### src/rtl/rr_select_encoder_if.sv
// rtl/rr_select_encoder_if.sv - request/grant bundle between requesters, arbiter and decoder
//
// Signals:
//   enable      : arbitration enable (driven by the control side)
//   req[3:0]    : request lines, req[i] requests owner i
//   sel_a       : owner index bit 1 (MSB), decoder input A
//   sel_b       : owner index bit 0 (LSB), decoder input B
//   grant_valid : high while the encoded owner holds the grant
//
// Modports:
//   master : requester/control side, drives enable/req, observes the grant
//   slave  : arbiter side, consumes enable/req, drives the grant

interface rr_select_encoder_if;
    logic       enable;
    logic [3:0] req;
    logic       sel_a;
    logic       sel_b;
    logic       grant_valid;

    modport master (
        output enable,
        output req,
        input  sel_a,
        input  sel_b,
        input  grant_valid
    );

    modport slave (
        input  enable,
        input  req,
        output sel_a,
        output sel_b,
        output grant_valid
    );
endinterface

### src/rtl/rr_select_encoder.sv
// rtl/rr_select_encoder.sv - four-way round-robin arbiter with 2-bit encoded owner
//
// Picks one of four requesters fairly and presents its index as a 2-bit code
// plus a qualifier for a downstream 2-to-4 decoder. Under contention a grant
// is capped at DWELL_MAX cycles; every grant is followed by GAP_CYCLES of
// GAP and one IDLE arbitration cycle, so decoded grants never overlap.
//
// Ports:
//   clk   : clock, rising edge
//   rst_n : asynchronous active-low reset
//   bus   : rr_select_encoder_if.slave
//           in  enable, req[3:0]
//           out sel_a, sel_b, grant_valid (all registered)

module rr_select_encoder #(
    parameter int unsigned DWELL_MAX  = 8,
    parameter int unsigned GAP_CYCLES = 1
) (
    input  logic                 clk,
    input  logic                 rst_n,
    rr_select_encoder_if.slave   bus
);

    typedef enum logic [1:0] {
        ST_IDLE  = 2'd0,
        ST_GRANT = 2'd1,
        ST_GAP   = 2'd2
    } state_t;

    // Terminal counter values; dwell saturates here, gap leaves GAP here.
    localparam logic [7:0] DWELL_LAST = 8'(DWELL_MAX - 1);
    localparam logic [3:0] GAP_LAST   = 4'(GAP_CYCLES - 1);

    state_t     r_state;
    state_t     w_state_nxt;
    logic [1:0] r_sel;
    logic [1:0] w_sel_nxt;
    logic [1:0] r_last_owner;
    logic [1:0] w_last_owner_nxt;
    logic [7:0] r_dwell_cnt;
    logic [7:0] w_dwell_cnt_nxt;
    logic [3:0] r_gap_cnt;
    logic [3:0] w_gap_cnt_nxt;
    logic       r_grant_valid;
    logic       w_grant_valid_nxt;

    logic [1:0] w_winner;
    logic [1:0] w_idx;
    logic       w_any_req;
    logic       w_owner_req;
    logic       w_other_req;
    logic       w_cap_hit;
    logic       w_grant_exit;

    // Round-robin scan: last_owner+1 has highest priority, last_owner+0 lowest.
    // The loop walks from lowest to highest priority so the final assignment
    // is the nearest asserted requester after the previous owner.
    always_comb begin
        w_winner = r_last_owner;
        w_idx    = r_last_owner;
        for (int k = 4; k >= 1; k--) begin
            w_idx = r_last_owner + 2'(k);
            if (bus.req[w_idx]) begin
                w_winner = w_idx;
            end
        end
    end

    assign w_any_req   = |bus.req;
    assign w_owner_req = bus.req[r_sel];
    assign w_other_req = |(bus.req & ~(4'b0001 << r_sel));
    assign w_cap_hit   = (r_dwell_cnt == DWELL_LAST);

    // Owner release, enable drop and cap expiry all collapse into one exit.
    assign w_grant_exit = !w_owner_req || !bus.enable || (w_cap_hit && w_other_req);

    always_comb begin
        w_state_nxt       = r_state;
        w_sel_nxt         = r_sel;
        w_last_owner_nxt  = r_last_owner;
        w_dwell_cnt_nxt   = r_dwell_cnt;
        w_gap_cnt_nxt     = r_gap_cnt;
        w_grant_valid_nxt = r_grant_valid;

        case (r_state)
            ST_IDLE: begin
                w_grant_valid_nxt = 1'b0;
                if (bus.enable && w_any_req) begin
                    w_state_nxt       = ST_GRANT;
                    w_sel_nxt         = w_winner;
                    w_last_owner_nxt  = w_winner;
                    w_dwell_cnt_nxt   = 8'd0;
                    w_grant_valid_nxt = 1'b1;
                end
            end

            ST_GRANT: begin
                if (w_grant_exit) begin
                    w_state_nxt       = ST_GAP;
                    w_gap_cnt_nxt     = 4'd0;
                    w_grant_valid_nxt = 1'b0;
                end else if (!w_cap_hit) begin
                    // A sole requester sits at the saturated count forever.
                    w_dwell_cnt_nxt = r_dwell_cnt + 8'd1;
                end
            end

            ST_GAP: begin
                w_grant_valid_nxt = 1'b0;
                if (r_gap_cnt == GAP_LAST) begin
                    w_state_nxt = ST_IDLE;
                end else begin
                    w_gap_cnt_nxt = r_gap_cnt + 4'd1;
                end
            end

            default: begin
                w_state_nxt       = ST_IDLE;
                w_grant_valid_nxt = 1'b0;
            end
        endcase
    end

    // last_owner resets to 3 so the first scan starts at owner 0.
    always_ff @(posedge clk or negedge rst_n) begin
        if (!rst_n) begin
            r_state       <= ST_IDLE;
            r_sel         <= 2'd0;
            r_last_owner  <= 2'd3;
            r_dwell_cnt   <= 8'd0;
            r_gap_cnt     <= 4'd0;
            r_grant_valid <= 1'b0;
        end else begin
            r_state       <= w_state_nxt;
            r_sel         <= w_sel_nxt;
            r_last_owner  <= w_last_owner_nxt;
            r_dwell_cnt   <= w_dwell_cnt_nxt;
            r_gap_cnt     <= w_gap_cnt_nxt;
            r_grant_valid <= w_grant_valid_nxt;
        end
    end

    assign bus.sel_a       = r_sel[1];
    assign bus.sel_b       = r_sel[0];
    assign bus.grant_valid = r_grant_valid;

endmodule
### src/flat_wrapper.sv
// flat-port wrapper written by rule: the top's interface ports become plain ports
module rr_select_encoder_flat 
#(
    parameter int unsigned DWELL_MAX  = 8,
    parameter int unsigned GAP_CYCLES = 1
)
  (clk, rst_n, bus_enable, bus_req, bus_sel_a, bus_sel_b, bus_grant_valid);
  rr_select_encoder_if bus_i ();
  input  logic clk;
  input  logic rst_n;
  input wire logic [$bits(bus_i.enable)-1:0] bus_enable;
  input wire logic [$bits(bus_i.req)-1:0] bus_req;
  output wire logic [$bits(bus_i.sel_a)-1:0] bus_sel_a;
  output wire logic [$bits(bus_i.sel_b)-1:0] bus_sel_b;
  output wire logic [$bits(bus_i.grant_valid)-1:0] bus_grant_valid;
  assign bus_i.enable = bus_enable;
  assign bus_i.req = bus_req;
  assign bus_sel_a = bus_i.sel_a;
  assign bus_sel_b = bus_i.sel_b;
  assign bus_grant_valid = bus_i.grant_valid;
  rr_select_encoder #(.DWELL_MAX(DWELL_MAX), .GAP_CYCLES(GAP_CYCLES)) u_core (.clk(clk), .rst_n(rst_n), .bus(bus_i));
endmodule
### config.mk
export PLATFORM = sky130hd
export DESIGN_NAME = rr_select_encoder_flat
export DESIGN_NICKNAME = d
export VERILOG_FILES = /design/src/rtl/rr_select_encoder_if.sv /design/src/rtl/rr_select_encoder.sv /design/src/flat_wrapper.sv
export SDC_FILE = /design/constraint.sdc
export NUM_CORES = 1
export LEC_CHECK = 0
export ABC_AREA = 0
export ABC_CLOCK_PERIOD_IN_PS = 1950
export BUFFER_PORTS_ARGS = -buffer_cell sky130_fd_sc_hd__buf_2
export CAP_MARGIN = 20
export CORE_MARGIN = 2
export CORE_UTILIZATION = 45
export DETAILED_ROUTE_END_ITERATION = 6
export PLACE_DENSITY = 0.63
export SYNTH_ARGS = -nofsm -noshare
export SYNTH_HDL_FRONTEND = slang
export SYNTH_SLANG_ARGS = --single-unit
### constraint.sdc
create_clock -name clk -period 1.95 [get_ports clk]
set_input_delay 0.195 -clock clk [delete_from_list [all_inputs] [get_ports clk]]
set_output_delay 0.195 -clock clk [all_outputs]
set_load 0.03 [all_outputs]
==> impl_metrics.csv, run 1 <==
group,metric,value,unit
worst_setup_path,crit_fanout,9,
cts,cts-resized-gates,0,
synth,synth_most_common_cell,"dfrtp_1",
power,p_per_area,1090,nW/um^2
synth,ys.warnings.count,0,
cts,htree_levels,1,
worst_setup_path,path_delay_family,"simple AND/OR/NAND/NOR gates",
routing,drt_iter0_drc,9,
cts,clock-root-buffer,"clkbuf_4",
finish,antennaDiodeCount,0,
timing,clock_skew,0.00358,ns
cts,tritoncts,"built",
routing,drc,0,
cts,clockBufferDepth,2,
finish,fill_cells,243,
global_route,grt_pass1_wl,3.82,mm
cts,post-cts-setup-buffer-count,0,
floorplan,initial_core_util,46.3,%
routing,via_count,926,
worst_setup_path,path_cells,"or4_1 -> nor3_4 -> a31o_2 -> a31oi_1",
finish,drive_gt1_share,17.6,%
worst_setup_path,cp_data_required_time,2.13,ns
synth,ys_top_cells_by_count,"dfrtp_1, a21oi_1, nand2_1, inv_1, mux2i_1",
routing,ant_nets,0,
synth,syn_area,1130,um^2
synth,avgSynthCellArea,9.55,um^2
min_path,hold_path_class,"in2reg",
timing,rsz0062_at_grt,"false",
timing,timing.final.ws_setup,0.185,ns
synth,ys_top_cells_by_area,"dfrtp_1, mux2i_1, a21oi_1",
synth,synth-edff-count,0,
timing,fin_crit_sh,90.5,%
timing,min_period,1.77,ns
timing,fmax,566,MHz
placed_design,dpl_worst_slack,0.199,ns
floorplan,ios,10,
synth,yosysTopAreaCell,"dfrtp_1",
power,p_leak,0.000544,uW
global_route,overflow,0,
floorplan,core,2430,um^2
worst_setup_path,cpPeakStageDelay,0.57,ns
worst_setup_path,worst-path-buf-inv,0,
floorplan,num_rows,18,
power,power.total,1360,uW
global_route,grt_util_all_layers,18.6,%
synth,synthesis.nets,128,
worst_setup_path,end_kind,"register",
outcome,outcome,"completed",
floorplan,die-width,54.1,um
global_route,grt_max_degree,20,
worst_setup_path,slowest_stage,"or4_1",
cts,worstSkewPairLatency,0.30,ns
finish,regArea,478,um^2
finish,nNetsFinal,142,
worst_setup_path,worstSetupStartpointType,"register",
synth,syn_inst,118,
cts,cts_sinks,19,
timing,tightest_slew,0.425,ns
synth,synth_cell_type_count,40,
routing,viasPerCell,5.75,
power,peakVddDrop,0.000775,V
placed_design,place.gp.congestion,0.738,
worst_setup_path,cp.arrival,1.94,ns
finish,synthToLayoutAreaGrowth,11.0,%
synth,synth_flop_cell,"dfrtp_1",
timing,hold_viol,0,
timing,tns,0,ns
timing,setup_viol,0,
global_route,first_global_vias,856,
synth,async_flop_share,100,%
routing,wire_per_inst,13.7,um
placed_design,dp_hpwl,1.65,mm
synth,yosysSeqAreaShare,42.4,%
timing,slew_headroom,71.7,%
job,cap_violations,0,
cts,cts_buffers,3,
floorplan,dieArea,2920,um^2
finish,multiInputGateArea,606,um^2
cts,clkSlewWorstSetupHoldPaths,0.10,ns
routing,dr.pass1.iters,4,
placed_design,portBuffers,9,
synth,synth.top_cell.area_share,37.7,%
global_route,antenna_found_initial,0,
synth,synth_seq_cells,19,
timing,slew_viol_final,0,
floorplan,die_h,54.1,um
worst_setup_path,criticalPathCategory,"reg2reg",
routing,wirelength,2.21,mm
==> path summary, 6_finish.rpt <==
| path | from | endpoint | slack, ns | cells after the start |
|---|---|---|---|---|
| min in group asynchronous | rst_n | u_core.r_dwell_cnt[3] | 0.35 | 2 |
| max in group asynchronous | rst_n | u_core.r_last_owner[1] | 1.26 | 2 |
| hold reg to reg | u_core.r_last_owner[0] | u_core.r_last_owner[0] | 0.53 | 2 |
| hold / removal | bus_req[0] | u_core.r_last_owner[0] | 0.26 | 3 |
| setup / recovery | u_core.r_dwell_cnt[4] | u_core.r_gap_cnt[0] | 0.18 | 4 |
| setup reg to reg | u_core.r_dwell_cnt[4] | u_core.r_gap_cnt[0] | 0.18 | 4 |
==> where the power goes <==
group          switching [uW]  internal [uW]  total (uW)  leakage (uW)
sequential                132            507         639      0.000250
combinational             295            232         527      0.000280
clock                     117           79.7         197     0.0000150
==> layout by cell type (no fill, tap or decap), drive strengths merged, types with 2 or more instances in the layout <==
cell type / count
nor3: 3
buf: 12
or4: 5
dfrtp: 17
a21oi: 11
clkbuf: 4
a31o: 2
nor2b: 2
nand2: 11
a21boi: 2
dfstp: 2
inv: 7
mux2i: 6
ha: 3
o31ai: 5
and3: 3
nor2: 4
o21ai: 5
nand3b: 2
nand3: 4
nor3b: 3
==> area by class of cell <==
| class | count | share of cell area [%] |
|---|---|---|
| Timing Repair Buffer | 13 | 6.20 |
| Inverter | 7 | 2.10 |
| Clock buffer | 4 | 2.10 |
| Sequential cell | 19 | 38.2 |
| Multi-Input combinational cell | 88 | 48.4 |
| Tap cell | 30 | 3.00 |
==> logic make-up (layout without fill, tap and decap cells) <==
family,Yosys count,in the layout,synth area share (%)
muxes,7,7,7.33
AOI/OAI and AO/OA,35,35,20.5
adders and majority gates,3,3,3.33
DFF,19,19,42.4
and+or+nand+nor,42,42,21.8
buffers and inverters,11,24,3.89
xor gates and xnor gates,1,1,0.777
==> worst reg2reg max path: cells and delay by family (launching register included) <==
family	cells	cell delay [ns]
DFF	1	0.44
AOI/OAI and AO/OA	2	0.36
and+or+nand+nor	2	0.85
==> metrics by stage <==
| stage | instance area [um^2] | util [%] | instances | hold slack [ns] |
|---|---|---|---|---|
| floorplan | 1130 | - | 118 | -0.101 |
| global placement | 1210 | 49.9 | 156 | 0.150 |
| detailed placement | 1210 | 49.9 | 156 | 0.157 |
| CTS | 1250 | 51.4 | 161 | 0.253 |
| global route | 1250 | 51.4 | 161 | 0.291 |
| finish | 1250 | 51.4 | 161 | 0.263 |
==> state kept, by name, summed over array words and instances (netlist names) <==
register / count
u_core.r_dwell_cnt: 8
u_core.r_gap_cnt: 4
u_core.r_last_owner: 2
u_core.r_sel: 2
u_core.r_state: 2
u_core.bus.grant_valid: 1
==> metal layers <==
metal | track usage [%] | wire length (um) | vias to the layer above
li1 | - | - | 468
met1 | 22.9 | 1030 | 444
met2 | 31.5 | 1100 | 10
met3 | 2.50 | 48 | 4
met4 | 10.0 | 34 | 0
met5 | 0 | 0 | -
==> timing repair <==
item                                   4_1_cts  5_1_grt
endpoints found under the hold margin       17        0
hold buffers                                 1        0
setup endpoints to repair                    0        0
Power figures use the tool's default switching activity.
==> run 2, diff against run 1 <==
--- a/config.mk
+++ b/config.mk
@@ -12,7 +12,6 @@
 export CORE_MARGIN = 2
 export CORE_UTILIZATION = 45
 export DETAILED_ROUTE_END_ITERATION = 6
-export PLACE_DENSITY = 0.63
 export SYNTH_ARGS = -nofsm -noshare
 export SYNTH_HDL_FRONTEND = slang
 export SYNTH_SLANG_ARGS = --single-unit
==> run 2 against run 1 <==
Non-clock buffer count unchanged. Critical path type unchanged. Wire length increased by 2.0%. Largest power group unchanged. Worst setup slack got worse by 0.0082 ns. Flip-flop and latch count unchanged. Total power about the same. Largest cell class unchanged.
==> impl_metrics.csv, run 2 (synthesized netlist as in run 1, its figures left out) <==
group,metric,value,unit
routing,dr.pass1.iters,4,
timing,setup_viol,0,
worst_setup_path,worst_r2r_endpoint,"u_core.r_gap_cnt[0]",
outcome,outcome,"completed",
worst_setup_path,reg2reg_depth,4,
worst_setup_path,r2r-start,"u_core.r_dwell_cnt[5]",
cts,htree_levels,1,
timing,hold_slack,0.279,ns
routing,wire_per_inst,14.0,um
placed_design,dp.cells,156,
cts,cts-resized-gates,0,
finish,top_register,"u_core.r_dwell_cnt",
finish,synthToLayoutAreaGrowth,11.0,%
routing,drt_iter0_drc,15,
routing,drc,0,
finish,fin_cells,161,
cts,cts_sinks,19,
power,peakVddDrop,0.000628,V
finish,fill_cells,224,
timing,tightest_slew,0.424,ns
worst_setup_path,criticalPathCategory,"reg2reg",
timing,min_period,1.77,ns
global_route,first_global_vias,843,
cts,cts_buffers,3,
power,clockPowerShare,14.3,%
finish,antennaDiodeCount,0,
cts,clock-root-buffer,"clkbuf_4",
finish,mostFrequentLayoutCells,"dfrtp_1, nand2_1, a21oi_1",
routing,viasPerCell,5.76,
worst_setup_path,cpPeakStageDelay,0.58,ns
timing,clock_skew,0.00919,ns
timing,fin_crit_sh,91.0,%
cts,tritoncts,"built",
timing,slew_viol_final,0,
worst_setup_path,worstSetupEndpoint,"u_core.r_gap_cnt[0]",
floorplan,die_h,54.1,um
worst_setup_path,regToRegSetupSlack,0.18,ns
finish,drive_gt1_share,17.6,%
power,switching_share,39.9,%
power,p_sw,543,uW
floorplan,die-width,54.1,um
finish,final_util,51.4,%
floorplan,num_rows,18,
finish,reg_top3,"u_core.r_dwell_cnt x8, u_core.r_gap_cnt x4",
routing,ant_nets,0,
placed_design,dp_hpwl,1.68,mm
worst_setup_path,path_cells,"or4_1 -> nor3_4 -> a31o_2 -> a31oi_1",
timing,tns,0,ns
worst_setup_path,worst-path-buf-inv,0,
routing,via_count,928,
cts,worstSkewPairLatency,0.29,ns
timing,hold_viol,0,
floorplan,ios,10,
worst_setup_path,path_delay_family,"simple AND/OR/NAND/NOR gates",
finish,nNetsFinal,142,
routing,wirelength,2.26,mm
worst_setup_path,crit_fanout,9,
placed_design,place.gp.congestion,0.738,
job,cap_violations,0,
floorplan,core,2430,um^2
timing,fmax,564,MHz
worst_setup_path,end_kind,"register",
power,p_int,819,uW
min_path,hold_path_class,"in2reg",
worst_setup_path,cp.arrival,1.94,ns
worst_setup_path,crit_path_start,"u_core.r_dwell_cnt[5]",
worst_setup_path,slowest_stage,"or4_1",
floorplan,dieArea,2920,um^2
placed_design,portBuffers,9,
global_route,grt_util_all_layers,17.6,%
cts,clockBufferDepth,2,
cts,clkSlewWorstSetupHoldPaths,0.11,ns
timing,slew_headroom,71.7,%
global_route,grt_pass1_wl,3.71,mm
power,combPwrFrac,38.8,%
worst_setup_path,worstSetupStartpointType,"register",
finish,largest_reg_flops,8,
finish,final_common_cell,"dfrtp_1",
worst_setup_path,path_depth,4,
power,p_per_area,1090,nW/um^2
global_route,antenna_found_initial,0,
global_route,overflow,0,
global_route,grt_max_degree,20,
floorplan,initial_core_util,46.3,%
power,p_leak,0.000544,uW
power,p_seq_share,46.9,%
worst_setup_path,cp_data_required_time,2.12,ns
timing,rsz0062_at_grt,"false",
[run 2: repair_timing]
item                      4_1_cts  5_1_grt
buffers inserted                0        0
hold endpoints to repair       17        0
hold buffers                    1        0
[run 2: power groups by stage]
stage / Sequential [uW] / Combinational [uW] / Clock (uW)
global route: 656 / 589 / 230
floorplan: 651 / 366 / 0
detailed placement: 641 / 529 / 0
CTS: 638 / 531 / 207
finish: 638 / 529 / 195
global placement: 636 / 525 / 0
[run 2: cell type report]
class,count,area (um^2),area share [%]
clock buffer,4,26.3,2.10
inverter,7,26.3,2.10
multi-input combinational,88,606,48.4
sequential,19,478,38.2
tap,30,37.5,3.00
timing repair buffer,13,77.6,6.20
[run 2: per-stage QoR]
stage          cell area [um^2]  setup slack [ns]  power (uW)
2_1_floorplan              1130             0.237        1020
6_report                   1250             0.176        1360
3_3_place_gp               1210             0.228        1160
4_1_cts                    1250             0.171        1380
5_1_grt                    1250            0.0594        1480
3_5_place_dp               1210             0.188        1170
[run 2: per-layer routing]
| metal | global-route usage [%] | up-vias | wire [um] |
|---|---|---|---|
| met5 | 0 | - | 0 |
| met4 | 7.50 | 0 | 38 |
| met3 | 2.50 | 4 | 46 |
| met2 | 28.0 | 10 | 1070 |
| met1 | 23.9 | 449 | 1100 |
| li1 | - | 465 | - |
[run 2: worst reg2reg max path, cell delays in order (launching register included)]
cell and delay [ns]:
dfrtp_1 0.42, or4_1 0.58, nor3_4 0.28, a31o_2 0.27, a31oi_1 0.09
[run 2: how the worst min path moves through the flow]
| stage | from | cells past startpoint | to |
|---|---|---|---|
| after CTS | bus_req[0] | 3 | u_core.r_last_owner[0] |
| after floorplan | rst_n | 0 | u_core.bus.grant_valid |
| after global placement | rst_n | 1 | u_core.r_dwell_cnt[6] |
| final | bus_req[0] | 3 | u_core.r_last_owner[0] |
| after detailed placement | rst_n | 1 | u_core.r_dwell_cnt[6] |
| after global routing | bus_req[0] | 3 | u_core.r_last_owner[0] |
==> run 3, diff against run 2 <==
--- a/config.mk
+++ b/config.mk
@@ -9,9 +9,11 @@
 export ABC_CLOCK_PERIOD_IN_PS = 1950
 export BUFFER_PORTS_ARGS = -buffer_cell sky130_fd_sc_hd__buf_2
 export CAP_MARGIN = 20
+export CORE_ASPECT_RATIO = 1.25
 export CORE_MARGIN = 2
 export CORE_UTILIZATION = 45
 export DETAILED_ROUTE_END_ITERATION = 6
 export SYNTH_ARGS = -nofsm -noshare
 export SYNTH_HDL_FRONTEND = slang
 export SYNTH_SLANG_ARGS = --single-unit
+export TNS_END_PERCENT = 100
==> run 3 against run 2 <==
Wire length rose by 1.8%. Critical path type unchanged. Via count rose by 2.5%. Largest cell class unchanged. Register-to-register slack about the same. Critical endpoint unchanged.
==> impl_metrics.csv, run 3 (synthesized netlist as in run 1, its figures left out) <==
group,metric,value,unit
worst_setup_path,crit_fanout,9,
cts,tritoncts,"built",
worst_setup_path,cp_data_required_time,2.13,ns
global_route,grt_pass1_wl,4.02,mm
timing,rsz0062_at_grt,"false",
cts,clock-root-buffer,"clkbuf_4",
finish,antennaDiodeCount,0,
cts,clkSlewWorstSetupHoldPaths,0.11,ns
floorplan,die_h,60.0,um
timing,fmax,566,MHz
global_route,overflow,0,
routing,drt_iter0_drc,16,
timing,clock_skew,0.000535,ns
worst_setup_path,r2r-start,"u_core.r_dwell_cnt[4]",
worst_setup_path,cpPeakStageDelay,0.56,ns
finish,nNetsFinal,142,
placed_design,dp.cells,159,
cts,post-cts-setup-buffer-count,0,
cts,holdBufCountCts,1,
placed_design,portBuffers,9,
timing,slew_headroom,71.4,%
power,p_sw,550,uW
cts,cts_sinks,19,
routing,drc,0,
worst_setup_path,worstSetupStartpointType,"register",
worst_setup_path,crit_path_start,"u_core.r_dwell_cnt[4]",
finish,reg_top3,"u_core.r_dwell_cnt x8, u_core.r_gap_cnt x4",
finish,drive_gt1_share,17.6,%
worst_setup_path,path_delay_family,"simple AND/OR/NAND/NOR gates",
power,clockPowerShare,14.7,%
floorplan,initial_core_util,46.9,%
worst_setup_path,end_kind,"register",
finish,largest_reg_flops,8,
finish,fin_cells,164,
power,p_per_area,1090,nW/um^2
routing,ant_nets,0,
min_path,min_from,"bus_req[0]",
timing,hold_viol,0,
finish,final_common_cell,"dfrtp_1",
worst_setup_path,criticalPathCategory,"reg2reg",
placed_design,place.gp.congestion,0.721,
cts,cts-resized-gates,0,
global_route,first_global_vias,902,
floorplan,die-width,48.8,um
worst_setup_path,cp.arrival,1.95,ns
floorplan,core,2400,um^2
floorplan,ios,10,
routing,dr.pass1.iters,4,
worst_setup_path,path_cells,"or4_1 -> nor3_4 -> a31o_2 -> a31oi_1",
timing,min_period,1.77,ns
cts,htree_levels,1,
power,switching_share,40.2,%
power,p_seq_share,46.8,%
placed_design,dp_hpwl,1.80,mm
global_route,antenna_found_initial,0,
timing,fin_crit_sh,90.7,%
outcome,outcome,"completed",
routing,via_count,951,
floorplan,num_rows,20,
timing,tns,0,ns
cts,clockBufferDepth,2,
routing,wire_per_inst,14.0,um
cts,worstSkewPairLatency,0.30,ns
min_path,hold_path_class,"in2reg",
routing,wirelength,2.30,mm
timing,slew_viol_final,0,
finish,top_register,"u_core.r_dwell_cnt",
power,p_leak,0.000544,uW
power,combPwrFrac,38.5,%
global_route,grt_max_degree,20,
floorplan,dieArea,2920,um^2
power,p_int,819,uW
timing,tightest_slew,0.429,ns
worst_setup_path,worst-path-buf-inv,0,
finish,mostFrequentLayoutCells,"dfrtp_1, nand2_1, a21oi_1",
timing,setup_viol,0,
worst_setup_path,slowest_stage,"or4_1",
power,peakVddDrop,0.000680,V
routing,viasPerCell,5.80,
finish,synthToLayoutAreaGrowth,11.3,%
job,cap_violations,0,
cts,cts_buffers,3,
global_route,grt_util_all_layers,18.4,%
==> run 3: cell counts in the layout (fill, tap and decap cells not counted) <==
No cell type changed its count.
==> run 3: worst paths after layout <==
path,to,slack (ns),cells past startpoint
max,u_core.r_gap_cnt[0],0.18,4
min,u_core.r_last_owner[0],0.27,3
max reg2reg,u_core.r_gap_cnt[0],0.18,4
min reg2reg,u_core.r_last_owner[0],0.53,2
max in group asynchronous,u_core.r_last_owner[0],1.26,2
min in group asynchronous,u_core.r_dwell_cnt[3],0.36,2
==> run 3: final cells by class <==
type	count	area (um^2)
fillers	242	1150
multi-input cells	88	606
flip-flops and latches	19	478
repair buffers	13	77.6
well taps	33	41.3
clock buffers	4	26.3
inverters	7	26.3
==> run 3: worst min-delay path: cells and delay by family <==
family          cells  cell delay, ns
buf+inv             1            0.14
compound gates      2            0.23
==> run 3: stage by stage <==
stage / instance area (um^2) / util, % / setup WS (ns) / hold WS, ns / power, uW
3_3_place_gp: 1220 / 50.7 / 0.235 / 0.151 / 1160
5_1_grt: 1250 / 52.2 / 0.0820 / 0.286 / 1480
6_report: 1250 / 52.2 / 0.182 / 0.265 / 1370
3_5_place_dp: 1220 / 50.7 / 0.206 / 0.156 / 1180
2_1_floorplan: 1130 / - / 0.237 / -0.101 / 1020
4_1_cts: 1250 / 52.2 / 0.187 / 0.261 / 1380
==> run 3: metal layers <==
metal	part of all wire [%]	GRT usage, %	up-vias
met3	1.6	2.25	5
met4	2.1	9.80	0
met5	0	0	-
li1	-	-	474
met2	53	34.1	13
met1	44	20.9	459
==> run 3: power by group through the flow <==
stage	clock, uW	combinational, uW	sequential, uW
floorplan	0	366	651
global placement	0	519	644
detailed placement	0	533	650
CTS	206	535	642
global route	227	597	660
finish	201	527	641
